$ cat src/rtl/ones_cksum_engine.sv
// ones_cksum_engine
// Computes the 16-bit Internet (ones'-complement) checksum over a byte range
// of the live packet-header array. A request is accepted with a one-cycle
// start_i pulse in IDLE. The engine then sums one big-endian 16-bit word per
// cycle, folds the carries twice, and returns the complemented sum with a
// one-cycle cksum_ready_o pulse. A request that runs past the end of the
// array is clamped to the array, and range_err_o is raised with the result.
module ones_cksum_engine #(
    parameter int HDR_MAX_LEN = 128,
    parameter int ADDR_W      = 32,
    parameter int LEN_W       = 32
) (
    input  logic              clk,
    input  logic              rst,
    input  logic              start_i,
    input  logic [7:0]        pkt_hdr_i [0:HDR_MAX_LEN-1],
    input  logic [ADDR_W-1:0] field_start_i,
    input  logic [LEN_W-1:0]  field_len_i,
    output logic              cksum_ready_o,
    output logic [15:0]       cksum_val_o,
    output logic              range_err_o
);

    // The byte index is never wider than the array needs. A clamped request
    // keeps every byte that is read inside the array.
    localparam int IDX_W = (HDR_MAX_LEN > 1) ? $clog2(HDR_MAX_LEN) : 1;

    localparam logic [LEN_W:0]    HDR_MAX_EXT  = (LEN_W + 1)'(HDR_MAX_LEN);
    localparam logic [ADDR_W-1:0] HDR_MAX_ADDR = ADDR_W'(HDR_MAX_LEN);
    localparam logic [LEN_W-1:0]  HDR_MAX_LENW = LEN_W'(HDR_MAX_LEN);
    localparam logic [LEN_W-1:0]  TWO          = LEN_W'(2);

    localparam logic [1:0] ST_IDLE  = 2'd0;
    localparam logic [1:0] ST_SUM   = 2'd1;
    localparam logic [1:0] ST_FOLD1 = 2'd2;
    localparam logic [1:0] ST_FOLD2 = 2'd3;

    logic [1:0]       state;
    logic [1:0]       next_state;
    logic [31:0]      acc;
    logic [IDX_W-1:0] addr;
    logic [LEN_W-1:0] rem;
    logic             err_flag;

    logic             start_in_range;
    logic [LEN_W-1:0] avail_len;
    logic [LEN_W-1:0] clamped_len;
    logic             overrun;

    logic [IDX_W-1:0] idx_hi;
    logic [IDX_W-1:0] idx_lo;
    logic             two_left;
    logic [15:0]      word;
    logic [LEN_W-1:0] rem_next;
    logic [31:0]      acc_plus_word;
    logic [16:0]      fold_sum;

    // Decode a new request: clamp its length to the array and flag overruns
    always_comb begin
        start_in_range = (field_start_i < HDR_MAX_ADDR);
        avail_len      = HDR_MAX_LENW - LEN_W'(field_start_i);
        clamped_len    = '0;
        if (start_in_range) begin
            clamped_len = (field_len_i < avail_len) ? field_len_i : avail_len;
        end
        overrun = (({1'b0, LEN_W'(field_start_i)} + {1'b0, field_len_i}) > HDR_MAX_EXT);
    end

    // Fetch the current big-endian word; an odd trailing byte is padded low
    always_comb begin
        idx_hi        = addr;
        idx_lo        = addr + IDX_W'(1);
        two_left      = (rem >= TWO);
        word          = {pkt_hdr_i[idx_hi], two_left ? pkt_hdr_i[idx_lo] : 8'h00};
        rem_next      = two_left ? (rem - TWO) : '0;
        acc_plus_word = acc + {16'h0000, word};
        fold_sum      = {1'b0, acc[15:0]} + {1'b0, acc[31:16]};
    end

    // Sequence IDLE -> SUM (one word per cycle) -> FOLD1 -> FOLD2 -> IDLE
    always_comb begin
        next_state = state;
        case (state)
            ST_IDLE: begin
                if (start_i) begin
                    next_state = (clamped_len != '0) ? ST_SUM : ST_FOLD1;
                end
            end
            ST_SUM: begin
                if (rem_next == '0) begin
                    next_state = ST_FOLD1;
                end
            end
            ST_FOLD1: next_state = ST_FOLD2;
            ST_FOLD2: next_state = ST_IDLE;
            default:  next_state = ST_IDLE;
        endcase
    end

    // State register
    always_ff @(posedge clk) begin
        if (!rst) begin
            state <= ST_IDLE;
        end else begin
            state <= next_state;
        end
    end

    // Request latching, word accumulation and carry folding
    always_ff @(posedge clk) begin
        if (!rst) begin
            acc      <= '0;
            addr     <= '0;
            rem      <= '0;
            err_flag <= 1'b0;
        end else begin
            case (state)
                ST_IDLE: begin
                    if (start_i) begin
                        addr     <= field_start_i[IDX_W-1:0];
                        rem      <= clamped_len;
                        err_flag <= overrun;
                        acc      <= '0;
                    end
                end
                ST_SUM: begin
                    acc  <= acc_plus_word;
                    addr <= addr + IDX_W'(2);
                    rem  <= rem_next;
                end
                ST_FOLD1: acc <= {15'h0000, fold_sum};
                ST_FOLD2: acc <= {15'h0000, fold_sum};
                default:  acc <= acc;
            endcase
        end
    end

    // Publish the complemented sum with a one-cycle ready pulse; results hold until the next one
    always_ff @(posedge clk) begin
        if (!rst) begin
            cksum_ready_o <= 1'b0;
            cksum_val_o   <= 16'h0000;
            range_err_o   <= 1'b0;
        end else begin
            cksum_ready_o <= (state == ST_FOLD2);
            if (state == ST_FOLD2) begin
                cksum_val_o <= ~fold_sum[15:0];
                range_err_o <= err_flag;
            end
        end
    end

endmodule

$ cat config.mk
export PLATFORM = sky130hd
export DESIGN_NAME = ones_cksum_engine
export DESIGN_NICKNAME = d
export VERILOG_FILES = /design/src/rtl/ones_cksum_engine.sv
export SDC_FILE = /design/constraint.sdc
export NUM_CORES = 2
export LEC_CHECK = 0
export ABC_AREA = 1
export BUFFER_PORTS_ARGS = -buffer_cell sky130_fd_sc_hd__buf_2
export CAP_MARGIN = 25
export CORE_AREA = 4 4 426 428
export CTS_CLUSTER_DIAMETER = 200
export DETAILED_ROUTE_END_ITERATION = 12
export DIE_AREA = 0 0 430 432
export PLACE_DENSITY = 0.32
export SLEW_MARGIN = 20
export SYNTH_ARGS = -nofsm -noshare
export SYNTH_HDL_FRONTEND = slang
export SYNTH_SLANG_ARGS = --single-unit
$ cat constraint.sdc
create_clock -name clk -period 4.85 [get_ports clk]
set_input_delay 0.97 -clock clk [delete_from_list [all_inputs] [get_ports clk]]
set_output_delay 0.97 -clock clk [all_outputs]
set_load 0.01 [all_outputs]
== Word-level counts from Yosys, hierarchy flattened ==
Index checks and enable logic that the tools add are counted.

* Reduce and logical (&&, ||, !) cells: 8
* Eq/ne operators: 5
* Magnitude comparators: 6
* Bitwise logic cells: 3
* Multiplexer cells: 20
* $add $sub $neg: 7

{| class="wikitable"
|+ Operator list
! operator !! count
|-
| 2-to-1 mux 32 bit || 5
|-
| binary-select mux 8 bit (select 7 bit) || 2
|-
| case mux 32 bit (3 select lines) || 1
|-
| case mux 32 bit (2 select lines) || 1
|-
| 2-to-1 mux 8 bit || 5
|-
| adder 32 x 32 -> 33 bit || 1
|-
| > comparator 33 x 8 -> 1 bit, second input constant || 1
|-
| adder 32 x 16 -> 32 bit || 1
|-
| greater-or-equal comparator 32 x 2 -> 1 bit, second input constant || 1
|-
| logical NOT 32 bit || 1
|-
| < comparator 32 bit || 1
|-
| < comparator 32 x 8 -> 1 bit, second input constant || 1
|-
| nonzero test 32 bit || 1
|-
| subtractor 32 x 2 -> 32 bit, second input constant || 1
|-
| subtractor 8 x 32 -> 32 bit, first input constant || 1
|-
| adder 16 x 16 -> 17 bit || 1
|-
| greater-or-equal comparator 8 bit, second input constant || 2
|-
| inverter 16 bit || 1
|-
| inverter 7 -> 8 bit || 2
|-
| case mux 7 bit (2 select lines) || 1
|-
| case mux 2 bit (4 select lines) || 1
|-
| adder 7 x 1 -> 7 bit, second input constant || 1
|-
| adder 7 x 2 -> 7 bit, second input constant || 1
|-
| 2-to-1 mux 7 bit || 1
|-
| 8 further kinds || 14
|}

* Register bits: 92
* Word-level logic and storage cells: 57

== Longest topological paths before layout ==
* Depth in word-level cells: 8
* Gate-level depth with buffers: 33

== Worst setup path after synthesis ==
No wires, ideal clock.

* Path type: flip-flop to flip-flop
* From: reg addr[0]
* To: reg acc[26]
* Buffers on the path: 2
* Clock period less this slack: 4206 ps
* Setup time: 115 ps
* Path slack: 644 ps
* Cell stages (with the launch flop): 32
* Arrival: 4092 ps
* Data required time: 4735 ps
* Cell sequence: dfxtp_1 -> ha_1 -> buf_2 -> clkinv_1 -> clkbuf_1 -> a21oi_1 -> o21ai_0 -> o21ai_0 -> o211ai_1 -> a21oi_1 -> o21a_1 -> a31oi_1 -> nand2_1 -> a21oi_1 -> ha_1 -> inv_1 -> fa_1 -> inv_1 -> nand3_1 -> nand2_1 -> nand2_1 -> o21ai_1 -> inv_1 -> nor2_1 -> nor2_1 -> o21ai_2 -> nand2_1 -> nor2_2 -> nand2_1 -> o21ai_1 -> a21oi_1 -> o21a_1

* Cells in the longest elaborated chain, start to end: 8
* Elaborated cells on any way between the ends: 12
* Classes of those cells: 2 x add/sub; 8 x mux; 2 x bitwise

{| class="wikitable"
|+ RTL lines
! what !! line !! source
|-
| start: declaration || 41 || <nowiki>logic [IDX_W-1:0] addr;</nowiki>
|-
| start signal: assignment || 120 || <nowiki>addr <= field_start_i[IDX_W-1:0];</nowiki>
|-
| start signal: assignment || 128 || <nowiki>addr <= addr + IDX_W'(2);</nowiki>
|-
| adder 7 x 1 -> 7 bit || 72 || <nowiki>idx_lo = addr + IDX_W'(1);</nowiki>
|-
| inverter 7 -> 8 bit (implied by the code) || 74 || <nowiki>word = {pkt_hdr_i[idx_hi], two_left ? pkt_hdr_i[idx_lo] : 8'h00};</nowiki>
|-
| binary-select mux 8 bit (select 7 bit) || 74 ||
|-
| 2-to-1 mux 8 bit (implied by the code) (2 in a row) || 74 ||
|-
| 2-to-1 mux 8 bit || 74 ||
|-
| adder 32 x 16 -> 32 bit (*) || 76 || <nowiki>acc_plus_word = acc + {16'h0000, word};</nowiki>
|-
| case mux 32 bit (3 select lines) (*) || 117 || <nowiki>case (state)</nowiki>
|-
| end signal: assignment || 127 || <nowiki>acc <= acc_plus_word;</nowiki>
|-
| end signal: assignment || 131 || <nowiki>ST_FOLD1: acc <= {15'h0000, fold_sum};</nowiki>
|-
| end signal: assignment || 132 || <nowiki>ST_FOLD2: acc <= {15'h0000, fold_sum};</nowiki>
|-
| end: declaration || 40 || <nowiki>logic [31:0] acc;</nowiki>
|}

Every way passes the cells marked *; elsewhere a longest branch is shown, timed or not. The select of a mux whose other input is x is not followed.
A chain may end at the register's enable or synchronous reset.

== Worst setup path in the final report ==
* From: reg addr[1]
* To: reg acc[23]

The elaborated chain is that of the path after synthesis.

==> out/metrics.yaml <==
global_routing:
  grt_remaining_overflow: 0
  grt_max_degree: 137
  grt_pass1_wl_microns: 352400
  grt_usage_pct: 26.26
  grt_pass1_vias: 44540
  antenna_found_initial: 138
pwr:
  p_leak_nw: 19.54
  seqPwrFrac_pct: 3.8
  vdd_drop_max_uv: 354.3
  power.share.clock_pct: 2.9
  p_per_area_nw_per_um2: 620.7
  p_switching_w: 0.01660
  swShare_pct: 62.63
  pwr-share-comb_pct: 93.3
  p_int_w: 0.009904
final_layout:
  final_util_pct: 24.01
  num-nets-final: 8235
  syn_to_final_growth_pct: 40.01
  finalNonFillerCells: 9487
  drive_gt1_share_pct: 24.24
synthesis:
  synth_nets: 7154
  ys_seq_area_share_pct: 6.039
  ys_warn_count: 0
  synth-edff-count: 0
  synth_top_area_share_pct: 14.73
  synthCells: 5955
  synth_common_cells: "nand2_1 (1,197), o21ai_0 (891), nand3_1 (701)"
  synthFlopType: "dfxtp_1"
  synth-seq-cells: 92
  yosys.area.top_type: "nand2_1"
  synth.most_common_cell: "nand2_1"
  avgSynthCellArea_sq_um: 5.122
  async_flop_share_pct: 0
  synthTopCellsByArea: "nand2_1 (15%), o21ai_0 (15%), nand3_1 (12%), a21oi_1 (11%), inv_1 (7.0%)"
  syn_area_sq_um: 30500
  synth_cell_types: 49
floorplanning:
  die_area_sq_um: 185800
  die_h_microns: 432
  initial_core_util_pct: 17.15
  core_sq_um: 177800
  rows: 155
  fp.dieW_microns: 430
  io-pin-count: 1109
drt:
  drtAntennaViolNets: 0
  vias: 48930
  drtIter0Drc: 4597
  routed_wl_microns: 264000
  vias_per_cell: 5.157
  drtPass1Iterations: 6
  route.detailed.drc: 0
  wl_per_cell_microns: 27.83
hold_path:
  hold_depth: 2
  hp-class: "register to register"
  hold_start: "rem[0]"
  holdPathEnd: "rem[0]"
clocking:
  path_clk_slew_ns: 0.08
  insertion_delay_ns: 0.39
  cts_tree: "built"
  clock_path_buffers: 2
  ctsHoldBuffers: 0
  cts.sinks: 92
  root_buffer: "clkbuf_16"
  htreeDepth: 3
  cts-buffers-inserted: 9
timing:
  slew_violations: 0
  slew_headroom_pct: 33.48
  clock.fmax_mhz: 214.1
  skew_ns: 0.01354
  finalHoldViolCount: 0
  rsz0062_at_grt: "yes"
  fin_crit_sh_pct: 96.29
  finalSetupViolations: 0
  fin_crit_ns: 4.670
  hold_ws_ns: 0.4743
  tightest_slew_ns: 0.9977
critical_path:
  r2r-start: "addr[1]"
  arrival_ns: 4.99
  end_kind: "register"
  path_max_fanout: 77
  r2r_slack_ns: 0.18
  r2r_end: "acc[23]"
  cp-start-kind: "register"
  reg2regPathDepth: 21
  required_ns: 5.17
  crit_type: "register to register"
placed_design:
  io_buffers: 1108
  gp_congestion: 0.9296
  dp_cells: 9332
  dp_hpwl_microns: 212300
run_status:
  outcome: "complete, no violations"
run:
  drv_cap: 0
==> logic make-up after synthesis <==
kind of cell	share of synthesized area, %
buf+inv	13.99
simple gates	36.77
fa+ha+maj	4.504
flops	6.039
xor+xnor	1.666
compound gates	37.03
==> cell usage in the layout, fill, tap and decap left out, types with 74 or more instances in the layout <==
cell type     n
nand2_1    1191
buf_2      1108
o21ai_0     875
nand3_1     686
a21oi_1     671
inv_1       562
nor2_1      474
buf_4       336
o211ai_1    272
nand4_1     104
ha_1        102
diode_2      91
dfxtp_1      87
o22ai_1      74
==> flip-flops by register name, indices dropped and copies added, names as in the netlist <==
signal	count
state	2
rem	32
cksum_val_o	16
acc	32
addr	7
err_flag	1
range_err_o	1
cksum_ready_o	1
==> worst max-delay path: stages, from the launching register on <==
cell     delay [ns]
dfxtp_4        0.37
buf_4          0.30
buf_6          0.53
o21ai_0        0.19
o22ai_1        0.35
nand2_1        0.16
nand4_1        0.29
nand3_1        0.22
a31oi_2        0.32
buf_4          0.16
ha_1           0.25
a21o_1         0.24
nor2_1         0.15
a21oi_2        0.08
nand2_1        0.06
nand2_1        0.08
a21oi_2        0.19
nor2_1         0.06
buf_4          0.15
a21oi_1        0.11
o21ai_0        0.10
a21oi_1        0.12
==> layer usage <==
metal | wire [microns] | vias up | track usage, %
met5 | 195 | - | 0
met4 | 14160 | 32 | 12.74
met3 | 15650 | 433 | 3.599
met2 | 125900 | 2140 | 44.79
met1 | 108100 | 23490 | 32.46
li1 | - | 22830 | -
==> layout make-up <==
class	count	area, sq um
multi-input combinational	4795	24830
timing repair buffer	1553	10270
timing repair inverter	2	20.02
inverter	583	2255
tap	2355	2947
sequential	92	1858
fill	20890	135100
clock inverter	6	56.30
antenna	91	227.7
clock buffer	10	239.0
==> repair_timing <==
| action | 4_1_cts | 5_1_grt |
|---|---|---|
| endpoints found under the hold margin | 0 | 0 |
| setup buffers | 4 | 23 |
| resized for setup | 56 | 124 |
| cloned | 6 | 16 |
| pin swaps | 6 | 43 |
| setup endpoints to repair | 25 | 27 |
==> power by group through the flow <==
stage | sequential, W | combinational (W) | clock [W]
global placement | 0.00103 | 0.0228 | 0
floorplan | 0.000979 | 0.0128 | 0
finish | 0.00102 | 0.0247 | 0.000763
global route | 0.00104 | 0.0266 | 0.000829
CTS | 0.00101 | 0.0235 | 0.000808
detailed placement | 0.00103 | 0.0228 | 0
==> how the worst max path moves through the flow <==
stage	from	end	slack, ns	cells after the start
final	addr[1]	acc[23]	0.18	21
after global routing	addr[0]	acc[26]	-0.05	27
after CTS	addr[1]	acc[26]	-0.02	29
after detailed placement	addr[1]	acc[26]	-0.48	29
after global placement	addr[1]	acc[26]	-0.50	29
after floorplan	addr[0]	acc[26]	0.64	31
==> per-stage QoR <==
| stage | setup slack [ns] | setup TNS, ns | power, W | instance area, sq um |
|---|---|---|---|---|
| 3_3_place_gp | -0.5046 | -8.037 | 0.02388 | 40640 |
| 6_report | 0.1801 | 0 | 0.02650 | 42700 |
| 3_5_place_dp | -0.4765 | -8.070 | 0.02386 | 40640 |
| 5_1_grt | -0.04520 | -0.09264 | 0.02845 | 42650 |
| 2_1_floorplan | 0.6439 | 0 | 0.01374 | 30500 |
| 4_1_cts | -0.01912 | -0.02569 | 0.02535 | 41430 |
Power figures use the tool's default switching activity.
